## src/rtl/scan_capture.sv

```systemverilog
// scan_capture: matrix-scanner frame grabber.
// Two input pipeline stages feed a capture FSM with registered pulses.
module scan_capture #(
   parameter int unsigned MAX_GAP = 4,
   parameter logic        ROW_INV = 1'b0
) (
   input  logic        fs,
   input  logic        rst,
   input  logic [7:0]  line,
   input  logic [7:0]  row,
   output logic [63:0] frame,
   output logic        frame_valid,
   output logic        seq_err,
   output logic        hot_err,
   output logic        gap_err,
   output logic [7:0]  frame_cnt
);

   localparam int GW = $clog2(MAX_GAP + 2);

   typedef enum logic {IDLE, CAPT} state_t;
   typedef enum logic [1:0] {C_BLANK, C_HOT, C_BAD} cls_t;

   logic [7:0]    line_q, row_q;
   cls_t          cls_d, cls_q;
   logic [2:0]    idx_d, idx_q;
   logic [7:0]    row2_q;
   logic [7:0]    wrow;

   state_t        state_d, state_q;
   logic [2:0]    exp_d, exp_q;
   logic [GW-1:0] gap_d, gap_q;
   logic [63:0]   shadow_d, shadow_q;
   logic [63:0]   frame_d, frame_q;
   logic [7:0]    fcnt_d, fcnt_q;
   logic          fv_d, fv_q;
   logic          seq_d, seq_q;
   logic          hot_d, hot_q;
   logic          gerr_d, gerr_q;

   // Stage 1: raw scanner sample
   always_ff @(posedge fs or posedge rst) begin
      if (rst) begin
         line_q <= '0;
         row_q  <= '0;
      end else begin
         line_q <= line;
         row_q  <= row;
      end
   end

   // Classify the sampled row-select and find its index
   always_comb begin
      idx_d = '0;
      for (int i = 0; i < 8; i++) begin
         if (line_q[i]) idx_d = 3'(i);
      end
      if (line_q == 8'h00)
         cls_d = C_BLANK;
      else if ($countones(line_q) == 1)
         cls_d = C_HOT;
      else
         cls_d = C_BAD;
   end

   // Stage 2: decoded line class, index and row
   always_ff @(posedge fs or posedge rst) begin
      if (rst) begin
         cls_q  <= C_BLANK;
         idx_q  <= '0;
         row2_q <= '0;
      end else begin
         cls_q  <= cls_d;
         idx_q  <= idx_d;
         row2_q <= row_q;
      end
   end

   assign wrow = ROW_INV ? ~row2_q : row2_q;

   // Capture FSM: next state, shadow/frame updates and pulses
   always_comb begin
      state_d  = state_q;
      exp_d    = exp_q;
      gap_d    = gap_q;
      shadow_d = shadow_q;
      frame_d  = frame_q;
      fcnt_d   = fcnt_q;
      fv_d     = 1'b0;
      seq_d    = 1'b0;
      hot_d    = 1'b0;
      gerr_d   = 1'b0;
      unique case (state_q)
         IDLE: begin
            if (cls_q == C_HOT && idx_q == 3'd0) begin
               shadow_d[7:0] = wrow;
               exp_d   = 3'd1;
               gap_d   = '0;
               state_d = CAPT;
            end else if (cls_q == C_BAD) begin
               hot_d = 1'b1;
            end
         end
         CAPT: begin
            case (cls_q)
               C_HOT: begin
                  gap_d = '0;
                  if (idx_q == exp_q) begin
                     shadow_d[{exp_q, 3'b000} +: 8] = wrow;
                     if (exp_q == 3'd7) begin
                        frame_d = {wrow, shadow_q[55:0]};
                        fv_d    = 1'b1;
                        fcnt_d  = fcnt_q + 8'd1;
                        exp_d   = 3'd1;
                        state_d = IDLE;
                     end else begin
                        exp_d = exp_q + 3'd1;
                     end
                  end else begin
                     seq_d = 1'b1;
                     exp_d = 3'd1;
                     if (idx_q == 3'd0)
                        shadow_d[7:0] = wrow;
                     else
                        state_d = IDLE;
                  end
               end
               C_BAD: begin
                  hot_d   = 1'b1;
                  exp_d   = 3'd1;
                  gap_d   = '0;
                  state_d = IDLE;
               end
               default: begin
                  if (gap_q >= GW'(MAX_GAP)) begin
                     gerr_d  = 1'b1;
                     gap_d   = '0;
                     exp_d   = 3'd1;
                     state_d = IDLE;
                  end else begin
                     gap_d = gap_q + 1'b1;
                  end
               end
            endcase
         end
         default: state_d = IDLE;
      endcase
   end

   // FSM state, shadow, frame and registered pulses
   always_ff @(posedge fs or posedge rst) begin
      if (rst) begin
         state_q  <= IDLE;
         exp_q    <= 3'd1;
         gap_q    <= '0;
         shadow_q <= '0;
         frame_q  <= '0;
         fcnt_q   <= '0;
         fv_q     <= 1'b0;
         seq_q    <= 1'b0;
         hot_q    <= 1'b0;
         gerr_q   <= 1'b0;
      end else begin
         state_q  <= state_d;
         exp_q    <= exp_d;
         gap_q    <= gap_d;
         shadow_q <= shadow_d;
         frame_q  <= frame_d;
         fcnt_q   <= fcnt_d;
         fv_q     <= fv_d;
         seq_q    <= seq_d;
         hot_q    <= hot_d;
         gerr_q   <= gerr_d;
      end
   end

   assign frame       = frame_q;
   assign frame_cnt   = fcnt_q;
   assign frame_valid = fv_q;
   assign seq_err     = seq_q;
   assign hot_err     = hot_q;
   assign gap_err     = gerr_q;

endmodule

```

## config.mk

```make
export PLATFORM = sky130hd
export DESIGN_NAME = scan_capture
export DESIGN_NICKNAME = d
export VERILOG_FILES = /design/src/rtl/scan_capture.sv
export SDC_FILE = /design/constraint.sdc
export NUM_CORES = 1
export LEC_CHECK = 0
export ABC_CLOCK_PERIOD_IN_PS = 6400
export CAP_MARGIN = 0
export CORE_MARGIN = 5
export CORE_UTILIZATION = 54
export DETAILED_ROUTE_END_ITERATION = 6
export MAX_ROUTING_LAYER = met4
export PLACE_DENSITY = 0.79
export SYNTH_ARGS = -nofsm -noshare
export SYNTH_HDL_FRONTEND = slang
export SYNTH_SLANG_ARGS = --single-unit
```

## constraint.sdc

```tcl
create_clock -name fs -period 6.4 [get_ports fs]
set_clock_uncertainty 0.2 [all_clocks]
set_input_delay 1.28 -clock fs [delete_from_list [all_inputs] [get_ports fs]]
set_output_delay 1.28 -clock fs [all_outputs]
set_load 0.02 [all_outputs]
```

==> impl_metrics.csv, run 1 <==
group,metric,value,unit
timing,tightest_slew,1083,ps
finish,stdcell_area,0.008319,sq mm
yosys,ys_seq_area_frac,0.6319,
finish,final_util,0.6897,
finish,fin_cells,697,
drt,highest_layer,"met4",
timing,max_freq,301.7,MHz
clocking,clk_latency,420,ps
timing,hold_viol_final,0,
grt,first_global_vias,3872,
finish,layout.cells.most_common_list,"167 x dfrtp_1, 93 x clkdlybuf4s50_1, 83 x mux2_2",
worst_setup_path,cp.buffers_inverters,3,
yosys,syn_nets,453,
floorplan,fp-row-count,40,
power_and_ir_drop,p_sw,0.4622,mW
worst_setup_path,cpMostUsedCell,"fa_1",
yosys,synth_top_flop_cell,"dfrtp_1",
run,maxCapViolations,0,
worst_setup_path,worstPathRequired,6550,ps
power_and_ir_drop,power_frac_comb,0.048,
clocking,cts_max_level,4,
floorplan,start_util,0.5518,
grt,grt.overflow.total,0,
yosys,netlist_area,0.006655,sq mm
yosys,syn_avg_cell_area,15.92,sq um
grt,antenna_found_initial,0,
clocking,cts.repair.resized,0,
drt,wl_met1,5637,um
place,placed_cell_area,0.007729,sq mm
worst_setup_path,cpPeakStageDelay,530,ps
timing,slew_violations,0,
floorplan,die_y,121.0,um
drt,routed_wl,12590,um
clocking,cts_buffer_depth,2,
worst_setup_path,critPathSlowestCell,"fa_1",
worst_setup_path,worstPathMaxFanout,3,
timing,setup_viol,0,
finish,drive_gt1_frac,0.2911,
place,dpl.hpwl,8471,um
worst_setup_path,arrival,3470,ps
timing,fin_hold_ws,147.7,ps
grt,grt_max_degree,69,
worst_setup_path,worstPathCellList,"inv_1 -> fa_1 -> fa_1 -> fa_1 -> inv_1 -> ha_1 -> inv_1 -> fa_1 -> nor2_1 -> nand3_1 -> a21oi_1 -> and2_1",
timing,tns,0,ps
finish,nNetsFinal,553,
power_and_ir_drop,powerDensity,265.2,mW/mm^2
clocking,clock_tree.root_cell,"clkbuf_16",
yosys,synth_seq_cells,168,
clocking,cts_setup_buffers,0,
power_and_ir_drop,p_seq_frac,0.496,
power_and_ir_drop,clock_power_share,0.456,
finish,antennaDiodeCount,0,
status,outcome,"completed",
place,pre_cts_slack,3154,ps
drt,wl_met3,465,um
finish,final_common_cell,"dfrtp_1",
drt,wire_per_inst,18.06,um
power_and_ir_drop,p_total,2.206,mW
power_and_ir_drop,p_sw_frac,0.2095,
grt,track_usage,0.1901,
finish,nFillCells,823,
floorplan,dieArea,0.01464,sq mm
timing,layout_min_cycle_time,3315,ps
finish,syn_to_final_growth,25.00,%
drt,via_per_inst,5.230,
power_and_ir_drop,power_leakage,4.182,nW
floorplan,core_area,0.01206,sq mm
timing,period_share,0.5179,
drt,vias,3645,
clocking,clkTransAtPathRegs,60,ps
hold_path,hold_class,"reg2reg",
clocking,cts_tree,"built",
place,gp_congestion,0.8422,
power_and_ir_drop,internal_power,1.744,mW
drt,drt_iter0_markers,179,
clocking,cts_hold_repair.buffers,0,
timing,max_slew_margin,0.2777,
drt,first_pass_iters,4,
yosys,ys_types,44,
worst_setup_path,path_class,"reg2reg",
place,placed_cells,667,
floorplan,io_pins,94,
drt,wl_met2,6295,um
grt,grt_pass1_wl,20470,um
clocking,cts_made_buffers,17,
drt,ant_nets,0,
clocking,cts.sinks,168,
yosys,ys_warn_count,0,
timing,rsz0062_at_grt,"no",
floorplan,die_w,121.0,um
drt,drc,0,
worst_setup_path,end_kind,"register",
timing,setup_slack,3085,ps
yosys,syn_inst,418,
place,port_buffers,93,
power_and_ir_drop,peakVddDrop,166.0,uV
worst_setup_path,path_delay_family,"adder cells",
yosys,synthArstFlopShare,1.000,
worst_setup_path,startpoint_type,"register",
yosys,synth-edff-count,0,
worst_setup_path,r2r_slack,3090,ps
-- synthesized netlist by cell type (2+ instances only) --
cell type / instances / share of area
dfrtp_1: 167 / 0.63
mux2_2: 83 / 0.14
mux2_4: 30 / 0.068
inv_1: 23 / 0.013
ha_1: 13 / 0.024
mux2_1: 8 / 0.014
nand3_1: 7 / 0.0053
xnor2_1: 7 / 0.0092
buf_2: 6 / 0.0045
nor2_1: 6 / 0.0034
and3_1: 5 / 0.0047
nand2_1: 5 / 0.0028
buf_6: 4 / 0.0068
fa_1: 4 / 0.012
o21ai_0: 4 / 0.0030
a22o_1: 3 / 0.0039
and2_1: 3 / 0.0028
nand4_1: 3 / 0.0028
nor2b_1: 3 / 0.0028
xor2_1: 3 / 0.0039
a21oi_1: 2 / 0.0015
a31o_2: 2 / 0.0026
clkbuf_1: 2 / 0.0011
nand2b_1: 2 / 0.0019
nor3_1: 2 / 0.0015
nor4_4: 2 / 0.0064
nor4b_1: 2 / 0.0026
-- flip-flops by register name, summed over array words and instances, names as in the netlist --
signal / count
frame: 64
exp_q: 3
gap_q: 3
hot_err: 1
state_q: 1
idx_q: 3
seq_err: 1
row2_q: 8
cls_q: 2
line_q: 8
gap_err: 1
row_q: 8
frame_valid: 1
shadow_q: 56
frame_cnt: 8
-- layer usage --
metal	track usage	vias up
met4	0.07011	0
met5	-	-
met1	0.2441	1873
met3	0.04009	23
li1	-	1657
met2	0.3015	92
-- cells by family (layout without fill, tap and decap cells) --
| logic type | count (synthesis) | in the layout | synth area share |
|---|---|---|---|
| buffers and inverters | 37 | 148 | 0.02726 |
| flip-flops | 168 | 168 | 0.6319 |
| XOR/XNOR | 10 | 10 | 0.01316 |
| AO/OA/AOI/OAI | 18 | 18 | 0.02162 |
| AND/OR/NAND/NOR | 46 | 46 | 0.04644 |
| adder cells (fa/ha/maj) | 17 | 17 | 0.03647 |
| multiplexers | 122 | 122 | 0.2232 |
-- cell type report --
cell class,count,area (sq um),share of cell area
Clock buffer,24,501.7,0.06031
Clock inverter,6,88.84,0.01068
Inverter,23,91.34,0.01098
Multi-Input combinational cell,213,2276,0.2736
Sequential cell,168,4205,0.5055
Tap cell,168,210.2,0.02527
Timing Repair Buffer,95,945.9,0.1137
-- final timing paths --
kind / from / to / cells past startpoint
max: line_q[1]$_DFF_PP0_ / cls_q[0]$_DFF_PP0_ / 12
min: row_q[3]$_DFF_PP0_ / row2_q[3]$_DFF_PP0_ / 0
max reg2reg: line_q[1]$_DFF_PP0_ / cls_q[0]$_DFF_PP0_ / 12
min reg2reg: row_q[3]$_DFF_PP0_ / row2_q[3]$_DFF_PP0_ / 0
max in group asynchronous: rst / shadow_q[36]$_DFFE_PP0P_ / 3
min in group asynchronous: rst / frame[45]$_DFFE_PP0P_ / 2
-- power by group through the flow --
stage               Combinational (mW)  Sequential (mW)  Clock [mW]
finish                           0.107             1.09        1.01
global route                     0.122             1.10        1.07
CTS                              0.107             1.09        1.02
detailed placement               0.106             1.11           0
global placement                 0.101             1.11           0
floorplan                       0.0689             1.11           0
Power figures use the tool's default switching activity.
==> run 2: changes to the inputs <==
--- a/config.mk
+++ b/config.mk
@@ -5,7 +5,7 @@
 export SDC_FILE = /design/constraint.sdc
 export NUM_CORES = 1
 export LEC_CHECK = 0
-export ABC_CLOCK_PERIOD_IN_PS = 6400
+export ABC_CLOCK_PERIOD_IN_PS = 3100
 export CAP_MARGIN = 0
 export CORE_MARGIN = 5
 export CORE_UTILIZATION = 54
==> constraint.sdc (replaced) <==
create_clock -name fs -period 3.1 [get_ports fs]
set_clock_uncertainty 0.2 [all_clocks]
set_input_delay 0.62 -clock fs [delete_from_list [all_inputs] [get_ports fs]]
set_output_delay 0.62 -clock fs [all_outputs]
set_load 0.02 [all_outputs]
==> run 2 against run 1 <==
The run now ends with setup timing left. Sequential share of layout area is 1.1 points lower. Total power grew 110%. Worst setup slack got worse by 3200 ps. Hold slack gained 5.6 ps. First-iteration DRC count shrank 11%. Highest routed layer unchanged.
==> impl_metrics.csv, run 2 (synthesis results as in run 1) <==
group,metric,value,unit
floorplan,io_pins,94,
worst_setup_path,startpoint_type,"register",
floorplan,die_y,121.0,um
timing,setup_viol,2,
power_and_ir_drop,power_leakage,4.260,nW
drt,drt_iter0_markers,159,
power_and_ir_drop,powerDensity,551.1,mW/mm^2
worst_setup_path,worstPathMaxFanout,2,
drt,ant_nets,0,
finish,syn_to_final_growth,27.67,%
place,dpl.hpwl,8511,um
timing,tightest_slew,523.3,ps
floorplan,fp-row-count,40,
hold_path,hold_class,"reg2reg",
place,placed_cells,674,
drt,routed_wl,12750,um
timing,max_freq,312.9,MHz
grt,grt_max_degree,74,
finish,final_util,0.7045,
floorplan,start_util,0.5518,
clocking,cts_tree,"built",
finish,largest_register_ffs,64,
place,gp_congestion,0.8220,
finish,layout.cells.most_common_list,"167 x dfrtp_1, 93 x clkdlybuf4s50_1, 83 x mux2_2",
finish,antennaDiodeCount,0,
finish,fin_cells,710,
grt,grt_pass1_wl,21020,um
run,maxCapViolations,0,
clocking,clock_tree.root_cell,"clkbuf_16",
clocking,cts.sinks,168,
clocking,cts_max_level,4,
worst_setup_path,end_kind,"register",
timing,fin_hold_ws,153.3,ps
clocking,cts_hold_repair.buffers,0,
floorplan,die_w,121.0,um
worst_setup_path,arrival,3350,ps
clocking,clkTransAtPathRegs,60,ps
status,violations,"setup timing",
finish,final_common_cell,"dfrtp_1",
clocking,cts_buffer_depth,2,
finish,nFillCells,820,
status,outcome,"finished with violations",
finish,nNetsFinal,564,
timing,hold_viol_final,0,
place,port_buffers,93,
drt,via_per_inst,5.169,
timing,slew_violations,0,
power_and_ir_drop,peakVddDrop,397.5,uV
worst_setup_path,worstPathRequired,3260,ps
power_and_ir_drop,p_total,4.683,mW
worst_setup_path,path_class,"reg2reg",
floorplan,core_area,0.01206,sq mm
clocking,cts_made_buffers,17,
drt,vias,3670,
grt,antenna_found_initial,0,
grt,first_global_vias,4020,
grt,grt.overflow.total,0,
clocking,clk_latency,420,ps
timing,setup_slack,-96.09,ps
drt,drc,0,
timing,period_share,1.031,
place,pre_cts_slack,-167.5,ps
grt,track_usage,0.1937,
drt,wire_per_inst,17.95,um
finish,drive_gt1_frac,0.3247,
finish,multiInputGateArea,0.002297,sq mm
timing,max_slew_margin,0.6501,
floorplan,dieArea,0.01464,sq mm
timing,rsz0062_at_grt,"yes",
finish,regArea,0.004205,sq mm
drt,first_pass_iters,6,
timing,layout_min_cycle_time,3196,ps
[run 2: cell types whose count changed in the layout (fill, tap and decap cells not counted), sizes merged]
| cell | previous run | this run |
|---|---|---|
| clkinv | 1 | 3 |
| buf | 2 | 13 |
| clkinvlp | 2 | 3 |
| bufinv | 2 | 3 |
| clkbuf | 24 | 22 |
[run 2: final cells by class]
type	count	share of cell area
sequential	168	0.4949
multi-input combinational	213	0.2704
timing repair buffer	106	0.1269
clock buffer	22	0.05581
tap	168	0.02474
clock inverter	10	0.01664
inverter	23	0.01060
[run 2: critical path, cell delays in order (launching register included)]
cell	delay (ps)
dfrtp_1	340
inv_2	50
fa_1	540
fa_1	420
fa_1	470
inv_2	90
ha_4	140
inv_2	40
fa_2	350
nor2_2	120
nand3_1	100
a21oi_2	150
and2_1	130
[run 2: repair_timing]
| action | in CTS | in global routing |
|---|---|---|
| pin swaps | 1 | 1 |
| gates resized for setup | 8 | 2 |
| setup endpoints to repair | 2 | 2 |
| buffers inserted | 1 | 3 |
| hold endpoints to repair | 0 | 0 |
[run 2: report_power, final]
group          internal (mW)  leakage, nW  switching, mW
Clock                   1.34        0.297          0.832
Sequential              2.23         2.27         0.0328
Combinational          0.112         1.69          0.144
Total                   3.67         4.26           1.01
[run 2: layer usage]
layer / vias up / part of all wire / GRT usage
met2: 82 / 0.50 / 0.3119
met1: 1886 / 0.43 / 0.2365
met3: 24 / 0.039 / 0.04662
met4: 0 / 0.025 / 0.08003
li1: 1678 / - / -
met5: - / 0 / -
[run 2: worst paths after layout]
kind	start	to	slack (ps)	cells past startpoint
worst max-delay path	line_q[0]$_DFF_PP0_	cls_q[0]$_DFF_PP0_	-100	12
worst min-delay path	row_q[3]$_DFF_PP0_	row2_q[3]$_DFF_PP0_	150	0
worst max register to register	line_q[0]$_DFF_PP0_	cls_q[0]$_DFF_PP0_	-100	12
worst min register to register	row_q[3]$_DFF_PP0_	row2_q[3]$_DFF_PP0_	150	0
max in group asynchronous	rst	row_q[5]$_DFF_PP0_	1590	3
min in group asynchronous	rst	frame_cnt[4]$_DFFE_PP0P_	380	2
[run 2: per-stage QoR]
step | TNS, ps | instance area [sq um]
floorplan | 0 | 6659
global placement | 0 | 7830
detailed placement | -310.8 | 7830
CTS | -196.9 | 8464
global route | -454.1 | 8497
finish | -169.0 | 8497
==> run 3: changes to the inputs <==
--- a/config.mk
+++ b/config.mk
@@ -6,7 +6,6 @@
 export NUM_CORES = 1
 export LEC_CHECK = 0
 export ABC_CLOCK_PERIOD_IN_PS = 3100
-export CAP_MARGIN = 0
 export CORE_MARGIN = 5
 export CORE_UTILIZATION = 54
 export DETAILED_ROUTE_END_ITERATION = 6
==> results of run 3 <==
No change in the layout: final DEF, timing and power equal those of run 2.
==> edit 1: new RTL, settings of run 1 <==
`MAX_GAP`: 4 -> 2.
--- a/src/rtl/scan_capture.sv
+++ b/src/rtl/scan_capture.sv
@@ -1,7 +1,7 @@
 // scan_capture: matrix-scanner frame grabber.
 // Two input pipeline stages feed a capture FSM with registered pulses.
 module scan_capture #(
-   parameter int unsigned MAX_GAP = 4,
+   parameter int unsigned MAX_GAP = 2,
    parameter logic        ROW_INV = 1'b0
 ) (
    input  logic        fs,
Behaviour: not the same (a bounded check fails within 10 cycles, from zero or initial values and one cycle with rst high).
==> edit 1 against run 1 <==
- fmax decreased by 1.8%
- worst setup slack got worse by 61 ps
- via count up 5.0%
- hold slack gained 0.57 ps
- synthesized area grew 2.2%
- routed wire length grew 4.9%
- cell count rose by 6.2%
- combinational power down 7%
- synthesized cell count up 10%
- sequential cell count fell by 1
- total power shrank 2.5%
- design area grew 1.2%
- critical endpoint unchanged
==> edit 1: results (changes against run 1) <==
[run_status]
run_status=finished clean  ; unchanged

[clock_tree]
cts_inserted_buffers=17  ; unchanged
clkLatencyLatePin_ps=410
cts_root_buffer=clkbuf_16  ; unchanged
postCtsSetupRepairBufs=0  ; unchanged
clk_pin_slew_worst_paths_ps=60  ; about the same
cts_htree_levels=4  ; unchanged
cts_resized=0  ; unchanged
max-clock-path-buffers=2  ; unchanged

[power]
vdd.ir_drop.worst_uv=133  ; was 166 uV
leakage_nw=4.13  ; was 4.18 nW

[min_path]
min-delay-start=row_q[5]$_DFF_PP0_  ; was row_q[3]$_DFF_PP0_
hold_depth=0  ; unchanged
worst_hold_endpoint=row2_q[5]$_DFF_PP0_  ; was row2_q[3]$_DFF_PP0_
worst_hold_path_type=reg -> reg  ; unchanged

[placed_design]
io_buffers=93  ; unchanged
place.gp.congestion=0.793  ; was 0.842
place_hpwl_mm=8.80  ; was 8.47 mm
pre_cts_slack_ps=3120  ; was 3150 ps

[finish]
drive_above_1_share_pct=25.5  ; was 29.1%
num-nets-final=594  ; was 553
antenna_cells=0  ; unchanged
flip_flop_count_of_the_largest_register_all_copies_and_words_added=64  ; unchanged
fillers=882  ; was 823

[global_route]
grt_usage_pct=19.7  ; was 19.0%
grt_pass1_vias=4221  ; was 3872
grt_antenna_before_repair=0  ; unchanged
grt_start_max_net_pins=71  ; was 69
grt_pass1_wl_mm=21.9  ; was 20.5 mm

[setup_path]
r2r_cells=12  ; unchanged
worstReg2RegEnd=cls_q[0]$_DFF_PP0_  ; unchanged
peak_fanout_along_the_critical_path=2  ; was 3
regToRegSetupSlack_ps=3020  ; was 3090 ps
critical_path.reg2reg.startpoint=line_q[3]$_DFF_PP0_  ; was line_q[1]$_DFF_PP0_
critPathArrivalTime_ps=3520  ; was 3470 ps

[sta]
slew_of_the_pin_with_the_lowest_slew_margin_ps=1080  ; about the same
holdWs_ps=148  ; about the same

[logic_synthesis]
fraction_of_the_yosys_area_taken_by_sequential_cells_pct=61.5  ; was 63.2%
synthesis.nets=496  ; was 453
synthTopCellsByArea=dfrtp_1 (61%), mux2_2 (13%), mux2_4 (6.6%)  ; was dfrtp_1 (63%), mux2_2 (14%), mux2_4 (6.8%)
synth_top_cells_by_count=dfrtp_1 (166), mux2_2 (79), inv_1 (33), mux2_4 (30), nand2_1 (18)  ; was dfrtp_1 (167), mux2_2 (83), mux2_4 (30), inv_1 (23), ha_1 (13)
share_of_synthesized_registers_carrying_an_async_set_or_reset_pct=100  ; unchanged
synth_cell_types=39  ; was 44
yosys_warnings=0  ; unchanged

[drt]
first_pass_iters=4  ; unchanged
total_number_of_vias=3827  ; was 3645
detail_route.wl_per_cell_um=17.8  ; was 18.1 um
drtIter0Drc=226  ; was 179

[die]
fp-row-count=41  ; was 40

edit 1: cell count changes after synthesis, sizes merged, moves of 5 or more:
cell / delta
nand2: +13
inv: +10
mux2i: +10
mux2: -9
nor2: +5
and2: +14
edit 1: final cells by class:
class | instances | area share, %
sequential | 167 | 49.7
multi-input combinational | 244 | 28.5
timing repair buffer | 95 | 11.2
clock buffer | 20 | 5.31
tap | 172 | 2.56
inverter | 33 | 1.53
clock inverter | 9 | 1.25
edit 1: worst max-delay path, cell delays in order (launching register included):
cell	delay [ps]
dfrtp_1	390
inv_1	90
fa_1	460
fa_1	550
fa_1	420
inv_1	70
ha_1	150
inv_1	50
fa_1	390
nor2_1	130
nand3_1	100
a21oi_1	170
and2_1	150
edit 1: power by group:
group	total, W	switching, W	internal, W
clock	0.000964	0.000389	0.000576
combinational	0.0000997	0.0000601	0.0000395
sequential	0.00109	0.0000143	0.00107
total	0.00215	0.000463	0.00169
edit 1: cell families after synthesis:
kind of cell,synth area share [%]
compound gates,1.58
simple gates,6.66
mux,21.8
fa+ha+maj,3.75
buf+inv,3.40
xor+xnor,1.29
flops,61.5
edit 1: through the flow:
step           cell area (um^2)  total power, W  cells
2_1_floorplan              6800         0.00116    460
3_3_place_gp               7870         0.00120    711
3_5_place_dp               7870         0.00120    711
4_1_cts                    8420         0.00217    740
5_1_grt                    8420         0.00223    740
6_report                   8420         0.00215    740
edit 1: routing by layer:
metal  routed length [um]  track usage [%]  up-vias  share of wire, %
met5                    0                -        -                 0
met4                  125             5.95        0              0.95
met3                  385             4.52       10               2.9
met2                 6620             31.0       82                50
met1                 6070             25.8     1974                46
li1                     -                -     1761                 -
edit 1: how the worst max path moves through the flow:
stage / start / end / slack [ps] / depth (start not counted)
final: line_q[3]$_DFF_PP0_ / cls_q[0]$_DFF_PP0_ / 3020 / 12
after global placement: line_q[1]$_DFF_PP0_ / cls_q[0]$_DFF_PP0_ / 3250 / 12
after global routing: line_q[1]$_DFF_PP0_ / cls_q[0]$_DFF_PP0_ / 2910 / 12
after floorplan: rst / cls_q[0]$_DFF_PP0_ / 400 / 1
after CTS: line_q[1]$_DFF_PP0_ / cls_q[0]$_DFF_PP0_ / 3050 / 12
after detailed placement: line_q[1]$_DFF_PP0_ / cls_q[0]$_DFF_PP0_ / 3120 / 12
==> edit 2: new RTL, flow settings as in run 1 <==
Made on the original files. Put one more register stage on the output `frame_valid`. The value now appears one clock later. The other outputs are not delayed to match.
--- a/src/rtl/scan_capture.sv
+++ b/src/rtl/scan_capture.sv
@@ -176,7 +176,9 @@
 
    assign frame       = frame_q;
    assign frame_cnt   = fcnt_q;
-   assign frame_valid = fv_q;
+   always_ff @(posedge fs) begin
+      frame_valid <= fv_q;
+   end
    assign seq_err     = seq_q;
    assign hot_err     = hot_q;
    assign gap_err     = gerr_q;
Check against the original RTL: no difference found for any inputs over 10 cycles, from zero or initial values and one cycle with rst high; that may be too few to reach the edited logic, so the function may still have changed.
==> edit 2 against run 1 <==
- sequential cell count grew 1
- routed wire length shrank 0.58%
- fmax grew 0.71%
- synthesized cell count grew 0.24%
- sequential share of layout area shrank 0.071 points
- synthesized area grew 0.30%
- critical path depth shrank 8
- design area grew 0.62%
- die area grew 0.27%
- total power grew 2.9%
- worst setup slack gained 23 ps
==> edit 2: results (changes against run 1) <==
[setup_path]
critPathTopFamily=simple AND/OR/NAND/NOR gates  ; was adder cells
critPathCapture=frame[12]$_DFFE_PP0P_  ; was cls_q[0]$_DFF_PP0_
critPathArrivalTime_ps=3390  ; was 3470 ps
r2r_cells=4  ; was 12
regToRegSetupSlack_ps=3110  ; was 3090 ps
critPathSlowestCell=nor4_4  ; was fa_1
critical_path.reg2reg.startpoint=exp_q[0]$_DFFE_PP1P_  ; was line_q[1]$_DFF_PP0_
peak_fanout_along_the_critical_path=67  ; was 3
timing.critical_path.slowest_cell_delay_ps=800  ; was 530 ps
worstSetupStartpointType=register  ; unchanged

[clock_tree]
max-clock-path-buffers=2  ; unchanged
cts_root_buffer=clkbuf_16  ; unchanged
cts_htree_levels=4  ; unchanged
cts_inserted_buffers=17  ; unchanged
clk_pin_slew_worst_paths_ps=60  ; about the same
clkLatencyLatePin_ps=420  ; about the same
cts_resized=0  ; unchanged
postCtsSetupRepairBufs=0  ; unchanged

[logic_synthesis]
fraction_of_the_yosys_area_taken_by_sequential_cells_pct=63.3  ; was 63.2%
synth_cell_types=45  ; was 44
synth_top_cells_by_count=dfrtp_1 (167), mux2_2 (83), mux2_4 (30), inv_1 (23), ha_1 (13)  ; unchanged
synthesis.nets=454  ; was 453
share_of_synthesized_registers_carrying_an_async_set_or_reset_pct=99.4  ; was 100%
yosys_warnings=0  ; unchanged
syn_area_per_cell_um2=15.9  ; about the same
synthTopCellsByArea=dfrtp_1 (63%), mux2_2 (14%), mux2_4 (6.7%)  ; was dfrtp_1 (63%), mux2_2 (14%), mux2_4 (6.8%)

[placed_design]
place.gp.congestion=0.846  ; was 0.842
place_hpwl_mm=8.34  ; was 8.47 mm
detailed_place.area_um2=7750  ; was 7730 um^2
post-place-cells=668  ; was 667
io_buffers=93  ; unchanged

[power]
switching_power_w=0.000488  ; was 0.000462 W
leakage_nw=4.20  ; was 4.18 nW
vdd.ir_drop.worst_uv=176  ; was 166 uV

[global_route]
grt_pass1_vias=3996  ; was 3872
grt_start_max_net_pins=76  ; was 69
grt_antenna_before_repair=0  ; unchanged
grt_pass1_wl_mm=20.9  ; was 20.5 mm
grt_usage_pct=19.0  ; about the same

[drt]
wl_met1_mm=5.56  ; was 5.64 mm
met3WireLength_um=444  ; was 465 um
first_pass_iters=4  ; unchanged
finalWirelength_mm=12.5  ; was 12.6 mm
via_per_inst=5.20  ; was 5.23
drtIter0Drc=140  ; was 179
routed.top_layer=met4  ; unchanged
wl_met2_mm=6.28  ; was 6.30 mm

[finish]
num-nets-final=554  ; was 553
final_cell_count_no_fill=699  ; was 697
flip_flop_count_of_the_largest_register_all_copies_and_words_added=64  ; unchanged
drive_above_1_share_pct=29.4  ; was 29.1%
antenna_cells=0  ; unchanged

[min_path]
worst_hold_path_type=reg -> reg  ; unchanged

[run_status]
run_status=finished clean  ; unchanged

[sta]
final-setup-viol-count=0  ; unchanged
slew_headroom_pct=23.3  ; was 27.8%

-- edit 2: worst min path at each step --
stage	start	slack, ps	depth (start not counted)	endpoint
after floorplan	fv_q$_DFF_PP0_	120	0	frame_valid$_DFF_P_
after global placement	fv_q$_DFF_PP0_	130	0	frame_valid$_DFF_P_
after detailed placement	fv_q$_DFF_PP0_	130	0	frame_valid$_DFF_P_
after CTS	fv_q$_DFF_PP0_	140	0	frame_valid$_DFF_P_
after global routing	row_q[7]$_DFF_PP0_	150	0	row2_q[7]$_DFF_PP0_
final	fv_q$_DFF_PP0_	140	0	frame_valid$_DFF_P_
-- edit 2: stage by stage --
step	total power, W	setup slack [ps]	hold slack (ps)
floorplan	0.00118	375	124
global placement	0.00122	3190	125
detailed placement	0.00123	3140	129
CTS	0.00229	3140	143
global route	0.00235	2960	155
finish	0.00227	3110	143
-- edit 2: power by group through the flow --
| stage | combinational, W | clock [W] | sequential, W |
|---|---|---|---|
| after CTS | 0.000106 | 0.00108 | 0.00110 |
| after floorplan | 0.0000689 | 0 | 0.00112 |
| final | 0.000104 | 0.00107 | 0.00110 |
| after global routing | 0.000118 | 0.00113 | 0.00110 |
| after detailed placement | 0.000106 | 0 | 0.00112 |
| after global placement | 0.000100 | 0 | 0.00112 |
-- edit 2: final cells by class --
type | instances | area [um^2]
Timing Repair Buffer | 95 | 946
Clock inverter | 13 | 193
Fill cell | 795 | 3690
Clock buffer | 18 | 429
Sequential cell | 169 | 4230
Tap cell | 168 | 210
Inverter | 23 | 91.3
Multi-Input combinational cell | 213 | 2280
-- edit 2: kinds of logic (layout without fill, tap and decap cells) --
| group | Yosys count | after routing | synth area share, % |
|---|---|---|---|
| flip-flops | 169 | 169 | 63.3 |
| AO/OA/AOI/OAI | 18 | 18 | 2.16 |
| XOR/XNOR | 10 | 10 | 1.31 |
| multiplexers | 122 | 122 | 22.2 |
| buffers and inverters | 37 | 149 | 2.72 |
| AND/OR/NAND/NOR | 46 | 46 | 4.63 |
| adder cells (fa/ha/maj) | 17 | 17 | 3.64 |
-- edit 2: metal layers --
layer	up-vias	GRT usage, %
met5	-	-
met4	0	6.30
met3	18	4.52
met2	91	30.1
met1	1864	24.5
li1	1665	-
